--- src/rtl/segre_m_ext_pipeline.sv ---
// ============================================================================
// segre_m_ext_pipeline : five-stage RV32M multiply / divide pipeline (M1..M5)
// Revision 1.0
// ============================================================================
`default_nettype none

package segre_pkg;
   localparam int WORD_SIZE = 32;
   localparam int REG_SIZE  = 5;

   typedef enum logic [2:0] {
      MUL    = 3'd0,
      MULH   = 3'd1,
      MULHSU = 3'd2,
      MULHU  = 3'd3,
      DIV    = 3'd4,
      DIVU   = 3'd5,
      REM    = 3'd6,
      REMU   = 3'd7
   } m_ext_opcode_e;
endpackage

module segre_m_ext_pipeline
   import segre_pkg::*;
(
   input  logic                   clk_i,
   input  logic                   rsn_i,
   input  logic                   valid_m1_i,
   input  m_ext_opcode_e          m1_opcode_i,
   input  logic                   m1_rf_we_i,
   input  logic [REG_SIZE-1:0]    m1_rf_waddr_i,
   input  logic [WORD_SIZE-1:0]   m1_rf_src_a_i,
   input  logic [WORD_SIZE-1:0]   m1_rf_src_b_i,
   output logic                   m_busy_o,
   output logic                   m5_valid_o,
   output logic                   m5_rf_we_o,
   output logic [REG_SIZE-1:0]    m5_rf_waddr_o,
   output logic [WORD_SIZE-1:0]   m5_rd_data_o,
   output logic [4:0]             m_stage_valid_o,
   output logic [5*REG_SIZE-1:0]  m_stage_waddr_o
);

   localparam int         NUM_STAGES = 5;
   localparam int         DW         = 2 * WORD_SIZE;
   localparam int         SPLIT      = 17;
   localparam logic [4:0] LAST_ITER  = 5'd31;

   function automatic logic is_div_op(input m_ext_opcode_e op);
      return (op == DIV) || (op == DIVU) || (op == REM) || (op == REMU);
   endfunction

   function automatic logic is_low_word(input m_ext_opcode_e op);
      return (op != MULH) && (op != MULHSU) && (op != MULHU);
   endfunction

   // Stage control state
   logic [NUM_STAGES-1:0]               st_valid;
   logic [NUM_STAGES-1:0]               st_we;
   logic [NUM_STAGES-1:0][REG_SIZE-1:0] st_waddr;
   m_ext_opcode_e                       st_op [NUM_STAGES];

   // Datapath state
   logic [WORD_SIZE-1:0] m1_a;
   logic [WORD_SIZE-1:0] m1_b;
   logic [WORD_SIZE-1:0] div_rem;
   logic [WORD_SIZE-1:0] div_quo;
   logic [WORD_SIZE-1:0] div_dvsr;
   logic [4:0]           div_cnt;
   logic                 div_neg_q;
   logic                 div_neg_r;
   logic                 div_zero;
   logic [DW-1:0]        m2_pp_lo;
   logic [DW-1:0]        m2_pp_hi;
   logic [DW-1:0]        m3_prod;
   logic [WORD_SIZE-1:0] m4_res;
   logic [WORD_SIZE-1:0] m5_res;

   logic m1_is_div;
   logic m1_stall;
   logic accept;

   assign m1_is_div = st_valid[0] && is_div_op(st_op[0]);
   assign m1_stall  = m1_is_div && (div_cnt != LAST_ITER);
   assign accept    = valid_m1_i && !m1_stall;
   assign m_busy_o  = m1_stall;

   // Operand sign handling at acceptance
   logic in_a_neg;
   logic in_b_neg;

   always_comb begin
      in_a_neg = ((m1_opcode_i == DIV) || (m1_opcode_i == REM)) && m1_rf_src_a_i[WORD_SIZE-1];
      in_b_neg = ((m1_opcode_i == DIV) || (m1_opcode_i == REM)) && m1_rf_src_b_i[WORD_SIZE-1];
   end

   // One restoring-division step; the last step feeds M2 directly
   logic [WORD_SIZE:0]   rem_shift;
   logic [WORD_SIZE:0]   rem_trial;
   logic [WORD_SIZE-1:0] quo_next;
   logic [WORD_SIZE-1:0] rem_next;
   logic [WORD_SIZE-1:0] div_q;
   logic [WORD_SIZE-1:0] div_r;
   logic [WORD_SIZE-1:0] div_res;

   always_comb begin
      rem_shift = {div_rem, div_quo[WORD_SIZE-1]};
      rem_trial = rem_shift - {1'b0, div_dvsr};
      if (rem_trial[WORD_SIZE]) begin
         rem_next = rem_shift[WORD_SIZE-1:0];
         quo_next = {div_quo[WORD_SIZE-2:0], 1'b0};
      end else begin
         rem_next = rem_trial[WORD_SIZE-1:0];
         quo_next = {div_quo[WORD_SIZE-2:0], 1'b1};
      end
      div_q   = div_zero ? '1 : (div_neg_q ? -quo_next : quo_next);
      div_r   = div_neg_r ? -rem_next : rem_next;
      div_res = ((st_op[0] == DIV) || (st_op[0] == DIVU)) ? div_q : div_r;
   end

   // 33x33 signed product, taken modulo 2^64, split on bit SPLIT of b
   logic          mul_a_signed;
   logic          mul_b_signed;
   logic [DW-1:0] a_ext;
   logic [DW-1:0] b_ext;
   logic [DW-1:0] pp_lo_c;
   logic [DW-1:0] pp_hi_c;

   always_comb begin
      mul_a_signed = (st_op[0] == MULH) || (st_op[0] == MULHSU);
      mul_b_signed = (st_op[0] == MULH);
      a_ext   = {{WORD_SIZE{mul_a_signed & m1_a[WORD_SIZE-1]}}, m1_a};
      b_ext   = {{WORD_SIZE{mul_b_signed & m1_b[WORD_SIZE-1]}}, m1_b};
      pp_lo_c = a_ext * {{(DW-SPLIT){1'b0}}, b_ext[SPLIT-1:0]};
      pp_hi_c = a_ext * {{SPLIT{1'b0}}, b_ext[DW-1:SPLIT]};
   end

   always_ff @(posedge clk_i or negedge rsn_i) begin
      if (!rsn_i) begin
         st_valid <= '0;
         st_we    <= '0;
         st_waddr <= '0;
         for (int i = 0; i < NUM_STAGES; i++) begin
            st_op[i] <= MUL;
         end
      end else begin
         if (accept) begin
            st_valid[0] <= 1'b1;
            st_we[0]    <= m1_rf_we_i && (m1_rf_waddr_i != '0);
            st_waddr[0] <= m1_rf_waddr_i;
            st_op[0]    <= m1_opcode_i;
         end else if (!m1_stall) begin
            st_valid[0] <= 1'b0;
            st_we[0]    <= 1'b0;
         end
         // A stalled M1 sends a bubble into M2
         st_valid[1] <= st_valid[0] && !m1_stall;
         st_we[1]    <= st_we[0] && !m1_stall;
         st_waddr[1] <= st_waddr[0];
         st_op[1]    <= st_op[0];
         for (int i = 2; i < NUM_STAGES; i++) begin
            st_valid[i] <= st_valid[i-1];
            st_we[i]    <= st_we[i-1];
            st_waddr[i] <= st_waddr[i-1];
            st_op[i]    <= st_op[i-1];
         end
      end
   end

   always_ff @(posedge clk_i or negedge rsn_i) begin
      if (!rsn_i) begin
         m1_a      <= '0;
         m1_b      <= '0;
         div_rem   <= '0;
         div_quo   <= '0;
         div_dvsr  <= '0;
         div_cnt   <= '0;
         div_neg_q <= 1'b0;
         div_neg_r <= 1'b0;
         div_zero  <= 1'b0;
      end else if (accept) begin
         m1_a      <= m1_rf_src_a_i;
         m1_b      <= m1_rf_src_b_i;
         div_rem   <= '0;
         div_quo   <= in_a_neg ? -m1_rf_src_a_i : m1_rf_src_a_i;
         div_dvsr  <= in_b_neg ? -m1_rf_src_b_i : m1_rf_src_b_i;
         div_cnt   <= '0;
         div_neg_q <= in_a_neg ^ in_b_neg;
         div_neg_r <= in_a_neg;
         div_zero  <= (m1_rf_src_b_i == '0);
      end else if (m1_is_div) begin
         div_rem <= rem_next;
         div_quo <= quo_next;
         div_cnt <= div_cnt + 5'd1;
      end
   end

   always_ff @(posedge clk_i or negedge rsn_i) begin
      if (!rsn_i) begin
         m2_pp_lo <= '0;
         m2_pp_hi <= '0;
         m3_prod  <= '0;
         m4_res   <= '0;
         m5_res   <= '0;
      end else begin
         if (m1_is_div) begin
            m2_pp_lo <= {{WORD_SIZE{1'b0}}, div_res};
            m2_pp_hi <= '0;
         end else begin
            m2_pp_lo <= pp_lo_c;
            m2_pp_hi <= pp_hi_c;
         end
         m3_prod <= m2_pp_lo + (m2_pp_hi << SPLIT);
         m4_res  <= is_low_word(st_op[2]) ? m3_prod[WORD_SIZE-1:0] : m3_prod[DW-1:WORD_SIZE];
         m5_res  <= m4_res;
      end
   end

   assign m5_valid_o      = st_valid[4];
   assign m5_rf_we_o      = st_valid[4] && st_we[4];
   assign m5_rf_waddr_o   = st_waddr[4];
   assign m5_rd_data_o    = st_valid[4] ? m5_res : '0;
   assign m_stage_valid_o = st_valid;
   assign m_stage_waddr_o = st_waddr;

endmodule

`default_nettype wire

--- config.mk ---
export PLATFORM = sky130hd
export DESIGN_NAME = segre_m_ext_pipeline
export DESIGN_NICKNAME = d
export VERILOG_FILES = /design/src/rtl/segre_m_ext_pipeline.sv
export SDC_FILE = /design/constraint.sdc
export NUM_CORES = 2
export LEC_CHECK = 0
export BUFFER_PORTS_ARGS = -buffer_cell sky130_fd_sc_hd__buf_2
export CAP_MARGIN = 20
export CORE_ASPECT_RATIO = 1.75
export CORE_UTILIZATION = 40
export DETAILED_ROUTE_END_ITERATION = 8
export GPL_TIMING_DRIVEN = 0
export PLACE_DENSITY = 0.52
export SKIP_CTS_REPAIR_TIMING = 1
export SYNTH_ARGS = -nofsm -noshare
export SYNTH_HDL_FRONTEND = slang
export SYNTH_SLANG_ARGS = --single-unit
--- constraint.sdc ---
create_clock -name clk_i -period 24.5 [get_ports clk_i]
set_input_delay 3.675 -clock clk_i [delete_from_list [all_inputs] [get_ports clk_i]]
set_output_delay 3.675 -clock clk_i [all_outputs]
set_load 0.05 [all_outputs]
==> reports/metrics.yaml <==
flow_run:
  drv_cap: 0
sta:
  setup-tns-final_ns: 0
  fin_crit_sh_pct: 47.1
  setup_viol: 0
  max_freq_mhz: 86.7
  hold_viol_final: 0
  period_needed_ns: 11.53
  final.setup_skew_ns: 0.0370
  slew_violations: 0
  maxSlewHeadroom_pct: 8.58
  grt_setup_unrepaired: "no"
  worstMarginPinSlew_ns: 1.37
worst_hold_path:
  hold_start: "m2_pp_lo[13]"
  min_path_type: "reg -> reg"
  hold_depth: 0
  holdPathEnd: "m3_prod[13]"
worst_setup_path:
  critPathArrivalTime_ns: 12.03
  r2r-start: "st_op[13]"
  rr_worst_depth: 30
  cp-end-kind: "register"
  r2r_slack_ns: 12.97
  crit_type: "reg -> reg"
  startpoint_type: "register"
  r2r_end: "m2_pp_hi[42]"
  crit_top_cell: "fa_1"
  critPathSlowestCell: "fa_1"
  max_stage_delay_ns: 0.96
  critPathMaxFanout: 10
  worstPathRequired_ns: 25.00
yosys:
  synth_top_area_share_pct: 36.4
  ys_ff_latch: 437
  yosys.cell_types.count: 95
  synth_most_common_cell: "inv_1"
  yosys_warnings: 0
  netlist_top_cells_area: "fa_1 36%, dfrtp_1 17%, inv_1 7.8%, ha_1 7.6%, nand2_1 6.7%"
  synthCells: 6800
  synth-edff-count: 0
  ys_seq_area_share_pct: 17.5
  syn_nets: 8394
  synth_top_cell_by_area: "fa_1"
  syn_area_mm2: 0.0625
  synth-async-reset-ratio_pct: 100
  ys_top_cells_by_count: "1,292 x inv_1, 1,136 x fa_1, 1,124 x nand2_1, 437 x dfrtp_1, 423 x and2_1"
  synth.avg_cell_area_um2: 9.19
  synthFlopType: "dfrtp_1"
route:
  drt-vias-per-instance: 5.36
  drt_wl_total_um: 251000
  drt_iter0_drc: 2881
  route.vias.total: 48800
  dr.pass1.iters: 6
  drc: 0
  post_drt_wl_per_cell_um: 27.5
  postRouteAntennaNets: 0
global_route:
  overflow: 0
  grt_max_degree: 105
  grt_pass1_wl_um: 363000
  track_usage_pct: 32.6
  grt_pass1_vias: 53500
  antenna_found_initial: 20
cts:
  cts_buffers: 45
  clock_path_buffers: 3
  path_clk_slew_ns: 0.07
  cts_sinks: 437
  clk_latency_ns: 0.66
  cts_root_buf: "clkbuf_16"
  cts_tree: "built"
  cts_max_level: 2
layout:
  multi_input_area_mm2: 0.0454
  register_area_mm2: 0.0109
  drive_above_1_share_pct: 5.10
  num-fill-cells: 15600
  areaGrowthSynthToFinish_pct: 8.54
  nets: 8616
die:
  die_y_um: 525
  die_area_mm2: 0.158
  core_area_mm2: 0.155
  pin_count: 146
  rows: 191
  die_w_um: 301
  initial_core_util_pct: 40.4
outcome:
  outcome: "finished, final reports clean"
placed_design:
  gp_congestion: 1.04
  port-buffer-count: 145
  dp_hpwl_um: 214000
routing by layer:
layer  vias to the layer above  wire length, µm  global-route usage [%]
met5                         -               49                       0
met4                         8            31100                    32.7
met3                       820            12500                    4.58
met2                      1696           128000                    57.6
met1                     25100            79300                    31.6
li1                      21200                -                       -
cell families (layout without fill, tap and decap cells):
logic type      Yosys count  count (layout)  share of synthesized area, %
compound gates          789             789                          8.19
flops                   437             437                          17.5
other cells               0              21                             0
fa+ha+maj              1518            1518                          44.0
mux                      70              70                          1.20
xor+xnor                280             280                          3.92
buf+inv                1636            1892                          9.98
simple gates           2070            2070                          15.2
metrics by stage:
step           instance area (µm²)  cells  worst slack [ns]  hold slack, ns  util (%)
4_1_cts                      67700   9078             13.08           0.334      43.7
3_5_place_dp                 66200   8997             13.09           0.335      42.7
6_report                     67900   9103             12.97           0.339      43.8
5_1_grt                      67800   9087             12.51           0.348      43.8
3_3_place_gp                 65800   8971             10.53           0.332      42.5
2_1_floorplan                62500   6800             16.08           0.331         -
how the worst max path moves through the flow:
stage,start,end,cells after the start
floorplan,st_op[13],m2_pp_hi[42],29
global placement,rsn_i,m_stage_waddr_o[8],1
detailed placement,st_op[13],m2_pp_hi[42],30
CTS,st_op[13],m2_pp_hi[42],30
global route,st_op[13],m2_pp_hi[42],30
finish,st_op[13],m2_pp_hi[42],30
critical path: cells and delay by family, from the launching register on:
kind	cells	cell delay, ns
compound gates	7	1.30
buf+inv	9	2.98
simple gates	4	0.87
flops	1	0.40
xor+xnor	1	0.54
fa+ha+maj	9	5.25
sequential cells by signal, summed over array words and instances (netlist names), 5 cells and up:
| register | cells |
|---|---|
| div_cnt | 5 |
| div_dvsr | 31 |
| div_quo | 32 |
| div_rem | 32 |
| m1_a | 32 |
| m1_b | 32 |
| m2_pp_hi | 47 |
| m2_pp_lo | 51 |
| m3_prod | 64 |
| m4_res | 32 |
| m5_res | 32 |
| m5_rf_waddr_o | 5 |
| m_stage_valid_o | 5 |
| m_stage_waddr_o | 20 |
| st_op | 9 |
| st_we | 5 |
final cells by class:
class,count,area share [%]
antenna,21,0.0774
tap,2026,3.74
clock buffer,55,1.82
multi-input combinational,4727,66.9
timing repair buffer,175,1.74
buffer,343,2.04
clock inverter,26,0.470
sequential,437,16.1
inverter,1293,7.15
layout by cell type (no fill, tap or decap), types with 11 or more instances in the layout:
master / count
and3_1: 24
buf_6: 11
clkbuf_16: 45
nand2b_1: 49
o21ai_1: 12
nor3_1: 40
dfrtp_1: 437
nor4_1: 15
mux2i_1: 33
nand4_1: 16
a21oi_1: 213
a21boi_0: 12
inv_1: 1292
mux2_2: 36
a31oi_1: 22
a211oi_1: 22
nand3_1: 30
and2_1: 423
nor2b_1: 22
a21o_1: 92
or4_1: 12
o22ai_1: 38
xor2_1: 113
or3_1: 14
nor2_1: 264
diode_2: 21
o21a_1: 19
clkbuf_1: 315
o21bai_1: 26
nand2_1: 1124
fa_1: 1136
buf_8: 16
xnor2_1: 167
buf_2: 154
o21ai_0: 177
ha_1: 382
o31ai_1: 34
Power is not shown: default switching activity piles up to over one toggle a cycle in this logic, so the estimate is an artifact.
